## src/rtl/sn_tone_period_detector_if.sv

```systemverilog
// -----------------------------------------------------------------------------
// sn_tone_period_detector_if
// Bundles the sample strobe, arm requests, packed channel samples and the
// per-channel measurement results of the tone period detector.
//   master : drives clock_en_i, arm_i, sample_i; observes the results
//   slave  : the detector itself
// Signals:
//   clock_en_i   sample strobe
//   arm_i        per-channel arm/restart request (NUM_CH)
//   sample_i     packed samples, channel 0 in the lowest slice
//   counter_o    measured (averaged) period per channel, in strobe ticks
//   magnitude_o  peak sample over the measured window per channel
//   done_o       measurement complete per channel
//   timeout_o    measurement ended by accumulator saturation per channel
//   busy_o       channel waiting for an opening edge or measuring
// -----------------------------------------------------------------------------
interface sn_tone_period_detector_if #(
  parameter int NUM_CH   = 4,
  parameter int SAMPLE_W = 8,
  parameter int CNT_W    = 10
);
  logic                         clock_en_i;
  logic [NUM_CH-1:0]            arm_i;
  logic [NUM_CH*SAMPLE_W-1:0]   sample_i;
  logic [NUM_CH*CNT_W-1:0]      counter_o;
  logic [NUM_CH*SAMPLE_W-1:0]   magnitude_o;
  logic [NUM_CH-1:0]            done_o;
  logic [NUM_CH-1:0]            timeout_o;
  logic [NUM_CH-1:0]            busy_o;

  modport master (
    output clock_en_i, arm_i, sample_i,
    input  counter_o, magnitude_o, done_o, timeout_o, busy_o
  );

  modport slave (
    input  clock_en_i, arm_i, sample_i,
    output counter_o, magnitude_o, done_o, timeout_o, busy_o
  );
endinterface

```

## src/rtl/sn_tone_period_detector.sv

```systemverilog
// -----------------------------------------------------------------------------
// sn_tone_period_detector
// Multi-channel rising-edge period and peak-magnitude detector for the sound
// generator outputs. Each channel waits for an opening rising edge, then counts
// strobe ticks over 2^PERIODS_LOG2 periods and reports the averaged period and
// the peak sample seen. A measurement that never closes ends when the tick
// accumulator saturates and is flagged as a timeout.
// Ports:
//   clk    system clock
//   res_i  synchronous active-high reset
//   bus    slave side of sn_tone_period_detector_if (strobe, arm, samples in;
//          counter, magnitude, done, timeout, busy out)
// -----------------------------------------------------------------------------
module sn_tone_period_detector #(
  parameter int NUM_CH       = 4,
  parameter int SAMPLE_W     = 8,
  parameter int CNT_W        = 10,
  parameter int PERIODS_LOG2 = 0,
  parameter int THRESH       = 0
) (
  input  logic                        clk,
  input  logic                        res_i,
  sn_tone_period_detector_if.slave    bus
);

  localparam int AW = CNT_W + PERIODS_LOG2;
  localparam int PW = PERIODS_LOG2 + 1;
  localparam logic [PW-1:0]       PCNT_LAST = PW'(1) << PERIODS_LOG2;
  localparam logic [SAMPLE_W-1:0] THRESH_V  = SAMPLE_W'(THRESH);

  typedef enum logic [1:0] {
    S_IDLE    = 2'd0,
    S_SYNC    = 2'd1,
    S_MEASURE = 2'd2,
    S_DONE    = 2'd3
  } state_t;

  function automatic logic [SAMPLE_W-1:0] peak_max(
    input logic [SAMPLE_W-1:0] a,
    input logic [SAMPLE_W-1:0] b
  );
    return (a > b) ? a : b;
  endfunction

  for (genvar ch = 0; ch < NUM_CH; ch++) begin : g_ch
    state_t              r_state, w_state_nxt;
    logic                r_prev_high, w_prev_high_nxt;
    logic [AW-1:0]       r_acc, w_acc_nxt;
    logic [PW-1:0]       r_pcnt, w_pcnt_nxt;
    logic [SAMPLE_W-1:0] r_pk, w_pk_nxt;
    logic [CNT_W-1:0]    r_counter, w_counter_nxt;
    logic [SAMPLE_W-1:0] r_mag, w_mag_nxt;
    logic                r_done, w_done_nxt;
    logic                r_timeout, w_timeout_nxt;
    logic                r_busy;

    logic [SAMPLE_W-1:0] w_sample;
    logic                w_high;
    logic                w_rise;
    logic                w_arm;
    logic [AW-1:0]       w_acc_inc;
    logic [PW-1:0]       w_pcnt_inc;
    logic [SAMPLE_W-1:0] w_pk_max;

    assign w_sample   = bus.sample_i[ch*SAMPLE_W +: SAMPLE_W];
    assign w_high     = (w_sample > THRESH_V);
    assign w_rise     = bus.clock_en_i & w_high & ~r_prev_high;
    assign w_arm      = bus.arm_i[ch];
    assign w_acc_inc  = r_acc + 1'b1;
    assign w_pcnt_inc = r_pcnt + 1'b1;
    assign w_pk_max   = peak_max(r_pk, w_sample);

    always_comb begin
      w_state_nxt     = r_state;
      w_prev_high_nxt = r_prev_high;
      w_acc_nxt       = r_acc;
      w_pcnt_nxt      = r_pcnt;
      w_pk_nxt        = r_pk;
      w_counter_nxt   = r_counter;
      w_mag_nxt       = r_mag;
      w_done_nxt      = r_done;
      w_timeout_nxt   = r_timeout;

      // Edge history tracks every strobe, even in the arm cycle.
      if (bus.clock_en_i) begin
        w_prev_high_nxt = w_high;
      end

      // Arm restarts from any state and is accepted without a strobe; the
      // arm-cycle sample is never taken as an opening edge.
      if (w_arm) begin
        w_state_nxt   = S_SYNC;
        w_done_nxt    = 1'b0;
        w_timeout_nxt = 1'b0;
        w_acc_nxt     = '0;
        w_pcnt_nxt    = '0;
        w_pk_nxt      = '0;
      end else if (bus.clock_en_i) begin
        unique case (r_state)
          S_SYNC: begin
            if (w_rise) begin
              w_state_nxt = S_MEASURE;
              w_acc_nxt   = '0;
              w_pcnt_nxt  = '0;
              w_pk_nxt    = w_sample;
            end
          end
          S_MEASURE: begin
            // A closing edge wins over saturation on the same tick.
            if (w_rise && (w_pcnt_inc == PCNT_LAST)) begin
              w_state_nxt   = S_DONE;
              w_counter_nxt = w_acc_inc[AW-1:PERIODS_LOG2];
              w_mag_nxt     = w_pk_max;
              w_done_nxt    = 1'b1;
            end else if (w_acc_inc == '1) begin
              w_state_nxt   = S_DONE;
              w_counter_nxt = '1;
              w_mag_nxt     = r_pk;
              w_done_nxt    = 1'b1;
              w_timeout_nxt = 1'b1;
            end else begin
              w_acc_nxt = w_acc_inc;
              w_pk_nxt  = w_pk_max;
              if (w_rise) begin
                w_pcnt_nxt = w_pcnt_inc;
              end
            end
          end
          default: begin
          end
        endcase
      end
    end

    always_ff @(posedge clk) begin
      if (res_i) begin
        r_state     <= S_IDLE;
        r_prev_high <= 1'b0;
        r_acc       <= '0;
        r_pcnt      <= '0;
        r_pk        <= '0;
        r_counter   <= '0;
        r_mag       <= '0;
        r_done      <= 1'b0;
        r_timeout   <= 1'b0;
        r_busy      <= 1'b0;
      end else begin
        r_state     <= w_state_nxt;
        r_prev_high <= w_prev_high_nxt;
        r_acc       <= w_acc_nxt;
        r_pcnt      <= w_pcnt_nxt;
        r_pk        <= w_pk_nxt;
        r_counter   <= w_counter_nxt;
        r_mag       <= w_mag_nxt;
        r_done      <= w_done_nxt;
        r_timeout   <= w_timeout_nxt;
        r_busy      <= (w_state_nxt == S_SYNC) || (w_state_nxt == S_MEASURE);
      end
    end

    assign bus.counter_o[ch*CNT_W +: CNT_W]         = r_counter;
    assign bus.magnitude_o[ch*SAMPLE_W +: SAMPLE_W] = r_mag;
    assign bus.done_o[ch]                           = r_done;
    assign bus.timeout_o[ch]                        = r_timeout;
    assign bus.busy_o[ch]                           = r_busy;
  end

endmodule
```

## src/flat_wrapper.sv

```systemverilog
// flat-port wrapper written by rule: the top's interface ports become plain ports
module sn_tone_period_detector_flat 
#(
  parameter int NUM_CH       = 4,
  parameter int SAMPLE_W     = 8,
  parameter int CNT_W        = 10,
  parameter int PERIODS_LOG2 = 0,
  parameter int THRESH       = 0
)
  (clk, res_i, bus_clock_en_i, bus_arm_i, bus_sample_i, bus_counter_o, bus_magnitude_o, bus_done_o, bus_timeout_o, bus_busy_o);
  sn_tone_period_detector_if #(.NUM_CH(NUM_CH), .SAMPLE_W(SAMPLE_W), .CNT_W(CNT_W)) bus_i ();
  input  logic clk;
  input  logic res_i;
  input wire logic [$bits(bus_i.clock_en_i)-1:0] bus_clock_en_i;
  input wire logic [$bits(bus_i.arm_i)-1:0] bus_arm_i;
  input wire logic [$bits(bus_i.sample_i)-1:0] bus_sample_i;
  output wire logic [$bits(bus_i.counter_o)-1:0] bus_counter_o;
  output wire logic [$bits(bus_i.magnitude_o)-1:0] bus_magnitude_o;
  output wire logic [$bits(bus_i.done_o)-1:0] bus_done_o;
  output wire logic [$bits(bus_i.timeout_o)-1:0] bus_timeout_o;
  output wire logic [$bits(bus_i.busy_o)-1:0] bus_busy_o;
  assign bus_i.clock_en_i = bus_clock_en_i;
  assign bus_i.arm_i = bus_arm_i;
  assign bus_i.sample_i = bus_sample_i;
  assign bus_counter_o = bus_i.counter_o;
  assign bus_magnitude_o = bus_i.magnitude_o;
  assign bus_done_o = bus_i.done_o;
  assign bus_timeout_o = bus_i.timeout_o;
  assign bus_busy_o = bus_i.busy_o;
  sn_tone_period_detector #(.NUM_CH(NUM_CH), .SAMPLE_W(SAMPLE_W), .CNT_W(CNT_W), .PERIODS_LOG2(PERIODS_LOG2), .THRESH(THRESH)) u_core (.clk(clk), .res_i(res_i), .bus(bus_i));
endmodule
```

## config.mk

```make
export PLATFORM = sky130hd
export DESIGN_NAME = sn_tone_period_detector_flat
export DESIGN_NICKNAME = d
export VERILOG_FILES = /design/src/rtl/sn_tone_period_detector_if.sv /design/src/rtl/sn_tone_period_detector.sv /design/src/flat_wrapper.sv
export SDC_FILE = /design/constraint.sdc
export NUM_CORES = 1
export LEC_CHECK = 0
export ABC_AREA = 1
export BUFFER_PORTS_ARGS = -buffer_cell sky130_fd_sc_hd__buf_2
export CORE_MARGIN = 3
export CORE_UTILIZATION = 50
export CTS_BUF_LIST = sky130_fd_sc_hd__clkbuf_8
export DETAILED_ROUTE_END_ITERATION = 10
export MAX_ROUTING_LAYER = met4
export PLACE_DENSITY = 0.7
export SKIP_LAST_GASP = 1
export SLEW_MARGIN = 25
export SYNTH_ARGS = -nofsm -noshare
export SYNTH_HDL_FRONTEND = slang
export SYNTH_SLANG_ARGS = --single-unit
```

## constraint.sdc

```tcl
create_clock -name clk -period 5.1 [get_ports clk]
set_input_delay 0.255 -clock clk [delete_from_list [all_inputs] [get_ports clk]]
set_output_delay 0.255 -clock clk [all_outputs]
set_load 0.05 [all_outputs]
```

==> results of run 1 <==
critical path, cell delays in order (launching register included):
cell	delay, ns
dfxtp_1	0.35
inv_1	0.10
ha_1	0.52
clkinv_1	0.62
nor2_1	0.23
nor2_1	0.07
nand2_2	0.27
inv_2	0.24
o21ai_0	0.23
nor2_1	0.06
placed cells by master, fill, tap and decap left out, types with 4 or more instances in the layout:
master / instances
o21ai_0: 109
ha_1: 52
inv_2: 10
inv_1: 217
o21ai_1: 12
xnor2_1: 6
nand4_1: 40
buf_2: 122
nor3_1: 22
nand2_2: 10
clkinv_2: 5
clkbuf_8: 19
nand2_4: 6
nor4_1: 4
nand3_1: 92
nor2_2: 6
nor2_1: 261
nor2_4: 4
nor3_2: 5
dfxtp_1: 172
clkinv_1: 4
nand2_1: 442
a21oi_1: 84
xor2_1: 9
synth_stat cells, drive strengths merged:
cell type and count:
o21ai 121, nor3 27, clkbuf 31, o21a 2, or2 1, a31oi 1, nand3b 2, buf 48
nand4 40, o211ai 3, nand2 458, ha 52, nor2 271, a21oi 84, dfxtp 172, nor4 4
inv 227, nand3 98, xnor2 6, xor2 9, clkinv 4
metal layers:
| metal | wire, um | GRT usage | part of all wire | up-vias |
|---|---|---|---|---|
| met4 | 401 | 0.0594 | 0.016 | 0 |
| met5 | 0 | - | 0 | - |
| met1 | 12300 | 0.311 | 0.48 | 4543 |
| li1 | - | - | - | 5336 |
| met3 | 1350 | 0.0353 | 0.052 | 36 |
| met2 | 11800 | 0.379 | 0.46 | 229 |
layout make-up:
type	count	share of cell area
sequential	172	0.302
tap	270	0.0297
clock buffer	19	0.0230
timing repair buffer	127	0.0575
inverter	231	0.0762
multi-input combinational	1179	0.501
clock inverter	13	0.00999
registers in the layout (all words and copies together) (netlist names):
name / cells
u_core.g_ch.r_pk: 32
u_core.g_ch.r_busy: 4
u_core.g_ch.r_mag: 32
u_core.g_ch.r_acc: 40
u_core.g_ch.r_done: 4
u_core.g_ch.r_prev_high: 4
u_core.g_ch.r_timeout: 4
u_core.g_ch.r_counter: 40
u_core.g_ch.r_state: 8
u_core.g_ch.r_pcnt: 4
kinds of logic after synthesis:
family	share of synthesized area
flip-flops	0.329
adder cells (fa/ha/maj)	0.0621
buffers and inverters	0.127
XOR/XNOR	0.0125
AND/OR/NAND/NOR	0.367
AO/OA/AOI/OAI	0.103
through the flow:
| step | total power, mW | instance area (um2) |
|---|---|---|
| CTS | 2.74 | 11400 |
| detailed placement | 1.79 | 11000 |
| floorplan | 1.71 | 10500 |
| global placement | 1.79 | 11000 |
| finish | 2.71 | 11400 |
| global route | 2.85 | 11400 |
where the power goes:
group	internal (mW)	leakage, nW	switching (mW)	total, mW
sequential	1.37	1.39	0.0219	1.39
clock	0.415	0.192	0.531	0.946
combinational	0.112	4.02	0.264	0.377
total	1.90	5.60	0.818	2.71
path summary, 6_finish.rpt:
path | from | endpoint | cells after the start
worst max-delay path | u_core.g_ch[2].r_state[0]$_SDFF_PP0_ | u_core.g_ch[2].r_acc[3]$_SDFFE_PP0P_ | 9
worst min-delay path | bus_sample_i[12] | u_core.g_ch[1].r_pk[4]$_SDFFE_PP0P_ | 5
worst max register to register | u_core.g_ch[2].r_state[0]$_SDFF_PP0_ | u_core.g_ch[2].r_acc[3]$_SDFFE_PP0P_ | 9
worst min register to register | u_core.g_ch[1].r_pcnt$_SDFFE_PP0P_ | u_core.g_ch[1].r_pcnt$_SDFFE_PP0P_ | 2
==> run metrics, run 1 <==
outcome completed; hpwl dp 18600 um; largest area contributor in the netlist dfxtp_1; Clock Tree Buf Depth 2; register area share after synthesis 0.329; die span in x between 150 and 200 um; Synth Instances 1661; R2R setup slack 2.32 ns; routed length per placed instance 12.9 um; FILL cells 2116; maxcap violations 0; Buffers on Ports 122; crit end category flip-flop; Worst-Margin Slew 0.902 ns; post-cts sizing count 0; RSZ-0062 raised after global routing false; Worst slew margin 0.396; pwr/cell area 238 mW/mm2; Post-Syn Area 0.0105 mm2; Yosys warnings 0; Placed Cells 1978; die height 151 um; startpoint types flip-flop; Routed WL 25900 um; Finished Core Util 0.558; gr usage total 0.235; clock buffer count from CTS 17; crit-path max FO 21; CTS Sinks 172; via/cell ratio 5.04; Antenna Cells 0; Iteration-0 DRC Markers 605; IO Count approximately 120; Hold-fix buffers, CTS 0; area of the die around 0.023 mm2; peak supply drop 0.163 mV; vias in the first global route 9153; top cells by area, synth dfxtp_1 33%, nand2_1 16%, nor2_1 9.4%; DR vias 10100; final std cells w/o fill between 2000 and 2500; Yosys top cell area share 0.329; fin crit share 0.545; Final Hold Fails 0; share of cells above drive strength 1 0.120; Area growth, synth to finish 8.70%; #FFs+latches synth 172; global route overflow 0; FF+latch area approximately 0.0034 mm2; post-route ant nets 0; starting density of the core 0.513; pin count of the biggest net entering global routing 60; CTS H-tree depth 4; Multi-input gate area 0.00571 mm2; initial antenna violation count 0; setup ws final 2.32 ns; distinct cell type count after synthesis 34; Synth Net Count about 1800; Rows 52; root buffer cell clkbuf_8; arrival time of the worst setup path 3.14 ns; worst endpoint required time between 5 and 6 ns; setup total negative slack 0 ns; Setup Buffers After CTS 0; Max Clock Skew roughly 0.016 ns; CTS tree done; Worst-Skew Late Latency 0.47 ns; Final setup viols 0; pre-CTS setup slack 2.25 ns; Slew Limit Fails 0; post-synthesis area per instance about 6.3 um2; first-pass GRT wire length roughly 43000 um; nets@finish 1819; Hold Crit Class input pin to flip-flop; leakage power 5.60 nW; DR DRC count 0; Hold Slack around 0.13 ns; clk slew on worst S/H paths 0.10 ns; Tmin final 2.78 ns; crit path kind flip-flop to flip-flop; core area slightly above 0.02 mm2; Final GP Congestion 0.938; drt pass-1 iters 6; Fmax achieved 0.360 GHz
No activity file was read; power rests on OpenSTA's default activity.
==> inputs of run 2 (changes only) <==
==> constraint.sdc (replaced) <==
create_clock -name clk -period 2.57 [get_ports clk]
set_input_delay 0.1285 -clock clk [delete_from_list [all_inputs] [get_ports clk]]
set_output_delay 0.1285 -clock clk [all_outputs]
set_load 0.05 [all_outputs]
==> run 2 against run 1 <==
Net effect: wire length down 0.55%; critical path depth up 4; highest routed layer unchanged; largest power group unchanged; flip-flop and latch count unchanged.
==> run metrics, run 2 (synthesized netlist as in run 1, its figures left out) <==
outcome completed (unchanged); pre-CTS setup slack 0.282 ns (was 2.25 ns); vias in the first global route 8880 (was 9153); peak supply drop 0.416 mV (was 0.163 mV); area of the die 0.0227 mm2 (unchanged); first-pass GRT wire length 42100 um (was 42900 um); Antenna Cells 0 (unchanged); Fmax achieved 0.441 GHz (was 0.360 GHz); sw frac 0.282 (was 0.301); arrival time of the worst setup path 2.62 ns (was 3.14 ns); Tmin final 2.27 ns (was 2.78 ns); commonest non-fill, non-tap cell in the layout nand2_1 (unchanged); CP most frequent cell nand2_1 (was nor2_1); global route overflow 0 (unchanged); Int Power 4.06 mW (was 1.90 mW); combinational share of power 0.137 (was 0.139); DR DRC count 0 (unchanged); FILL cells 2043 (was 2116); Setup Buffers After CTS 0 (unchanged); Worst-Skew Late Latency 0.46 ns (was 0.47 ns); nets@finish 1838 (was 1819); Routed WL 25700 um (was 25900 um); R2R setup slack 0.30 ns (was 2.32 ns); Hold Slack 0.0361 ns (was 0.127 ns); die span in x 151 um (unchanged); Worst Path Buf+Inv 1 (was 3); crit-path max FO 24 (was 21); root buffer cell clkbuf_8 (unchanged); clk slew on worst S/H paths 0.09 ns (was 0.10 ns); Worst-Margin Slew 0.825 ns (was 0.902 ns); share of cells above drive strength 1 0.127 (was 0.120); Iteration-0 DRC Markers 655 (was 605); post-route cell area 0.0116 mm2 (was 0.0114 mm2); Pwr Total 5.65 mW (was 2.71 mW); hold_sp bus_sample_i[6] (was bus_sample_i[12]); starting density of the core 0.513 (unchanged); FF-to-FF End u_core.g_ch[0].r_counter[4]$_SDFFE_PP0P_ (was u_core.g_ch[2].r_acc[3]$_SDFFE_PP0P_); CTS tree done (unchanged); IO Count 123 (unchanged); Final setup viols 0 (unchanged); Buffers on Ports 122 (unchanged); clock share of power 0.375 (was 0.349); Area growth, synth to finish 10.8% (was 8.70%); placed cell area 0.0111 mm2 (was 0.0110 mm2); DR vias 10100 (about the same); startpoint types flip-flop (unchanged); Worst path max stage delay 0.41 ns (was 0.62 ns); setup total negative slack 0 ns (unchanged); routed length per placed instance 12.7 um (was 12.9 um); sequential group share of total power 0.488 (was 0.513); pin count of the biggest net entering global routing 60 (unchanged); RSZ-0062 raised after global routing false (unchanged); initial antenna violation count 0 (unchanged); Final GP Congestion 0.882 (was 0.938); worst-case reg-to-reg path depth 13 (was 9); core area 0.0204 mm2 (unchanged); largest registers u_core.g_ch.r_acc: 40 flops, u_core.g_ch.r_counter: 40 flops (unchanged); clock buffer count from CTS 17 (unchanged); CP max stage cell dfxtp_1 (was clkinv_1); setup ws final 0.304 ns (was 2.32 ns); Worst Hold Path Cells 5 (unchanged); CTS H-tree depth 4 (unchanged); Max Clock Skew 0.0143 ns (was 0.0159 ns); Cell Chain, Critical Path ha_1 > nand2_1 > nor2_4 > nand3_1 > nand2_1 > nand2_1 > nor2_1 > nand3_1 > nand2_2 > nand4_1 > buf_4 > nor3_1 > nor2_1 (was inv_1 > ha_1 > clkinv_1 > nor2_1 > nor2_1 > nand2_2 > inv_2 > o21ai_0 > nor2_1); crit end category flip-flop (unchanged); Clock Tree Buf Depth 2 (unchanged); total net switching power 1.59 mW (was 0.818 mW); leakage power 5.71 nW (was 5.60 nW); hold endpoint u_core.g_ch[0].r_pk[6]$_SDFFE_PP0P_ (was u_core.g_ch[1].r_pk[4]$_SDFFE_PP0P_); worst endpoint required time 2.92 ns (was 5.47 ns); via/cell ratio 4.98 (was 5.04); Slew Limit Fails 0 (unchanged); Final Hold Fails 0 (unchanged); drt pass-1 iters 5 (was 6); Rows 52 (unchanged); Worst slew margin 0.450 (was 0.396); hpwl dp 18500 um (was 18600 um); reg2reg start u_core.g_ch[0].r_acc[1]$_SDFFE_PP0P_ (was u_core.g_ch[2].r_state[0]$_SDFF_PP0_); gr usage total 0.231 (was 0.235); crit path kind flip-flop to flip-flop (unchanged); Hold Crit Class input pin to flip-flop (unchanged); Top delay family on crit path simple AND/OR/NAND/NOR gates (was buffers and inverters); commonest cells after routing, fill and taps aside 442 x nand2_1, 261 x nor2_1, 218 x inv_1, 172 x dfxtp_1, 122 x buf_2 (was 442 x nand2_1, 261 x nor2_1, 217 x inv_1, 172 x dfxtp_1, 122 x buf_2); fin crit share 0.882 (was 0.545); die height 151 um (unchanged); pwr/cell area 487 mW/mm2 (was 238 mW/mm2); post-route ant nets 0 (unchanged); CTS Sinks 172 (unchanged); maxcap violations 0 (unchanged)
==> run 2: worst register-to-register path: cells and delay by family (launching register included) <==
family	cells	cell delay [ns]
and+or+nand+nor	11	1.31
DFF	1	0.41
buffers and inverters	1	0.24
adders and majority gates	1	0.21
==> run 2: layout make-up <==
class	instances	area [um2]	area share
Clock buffer	19	262	0.0225
Multi-Input combinational cell	1179	5730	0.493
Timing Repair Buffer	146	798	0.0687
Clock inverter	12	173	0.0149
Inverter	231	868	0.0748
Tap cell	270	338	0.0291
Sequential cell	172	3440	0.297
==> run 2: how the worst max path moves through the flow <==
stage	startpoint	to	slack (ns)	cells after the start
3_3_place_gp	u_core.g_ch[0].r_acc[1]$_SDFFE_PP0P_	u_core.g_ch[0].r_acc[7]$_SDFFE_PP0P_	0.33	14
3_5_place_dp	u_core.g_ch[1].r_acc[1]$_SDFFE_PP0P_	u_core.g_ch[1].r_acc[3]$_SDFFE_PP0P_	0.28	14
4_1_cts	u_core.g_ch[1].r_acc[1]$_SDFFE_PP0P_	u_core.g_ch[1].r_acc[3]$_SDFFE_PP0P_	0.26	14
2_1_floorplan	u_core.g_ch[1].r_acc[1]$_SDFFE_PP0P_	u_core.g_ch[1].r_acc[3]$_SDFFE_PP0P_	0.67	15
6_report	u_core.g_ch[0].r_acc[1]$_SDFFE_PP0P_	u_core.g_ch[0].r_counter[4]$_SDFFE_PP0P_	0.30	13
5_1_grt	u_core.g_ch[0].r_acc[1]$_SDFFE_PP0P_	u_core.g_ch[0].r_counter[7]$_SDFFE_PP0P_	0.007	13
==> run 2: power by group through the flow <==
stage | logic (mW) | registers, mW | clock network, mW
floorplan | 0.571 | 2.83 | 0
global placement | 0.751 | 2.82 | 0
detailed placement | 0.759 | 2.82 | 0
CTS | 0.767 | 2.76 | 2.17
global route | 0.885 | 2.77 | 2.26
finish | 0.775 | 2.76 | 2.12
==> run 2: stage by stage <==
step,instances,utilization
2_1_floorplan,1661,-
3_3_place_gp,1995,0.545
3_5_place_dp,1995,0.545
4_1_cts,2029,0.567
5_1_grt,2029,0.568
6_report,2029,0.568
==> run 2: timing repair <==
action                                 CTS  global route
setup endpoints to repair                0            12
hold buffers                             3             0
resized for setup                        0             2
endpoints found under the hold margin    4             0
==> run 2: metal layers <==
| layer | GRT usage | vias up | wire length (um) |
|---|---|---|---|
| li1 | - | 5369 | - |
| met1 | 0.310 | 4494 | 12600 |
| met2 | 0.364 | 216 | 11600 |
| met3 | 0.0458 | 17 | 1400 |
| met4 | 0.0485 | 0 | 210 |
| met5 | - | - | 0 |
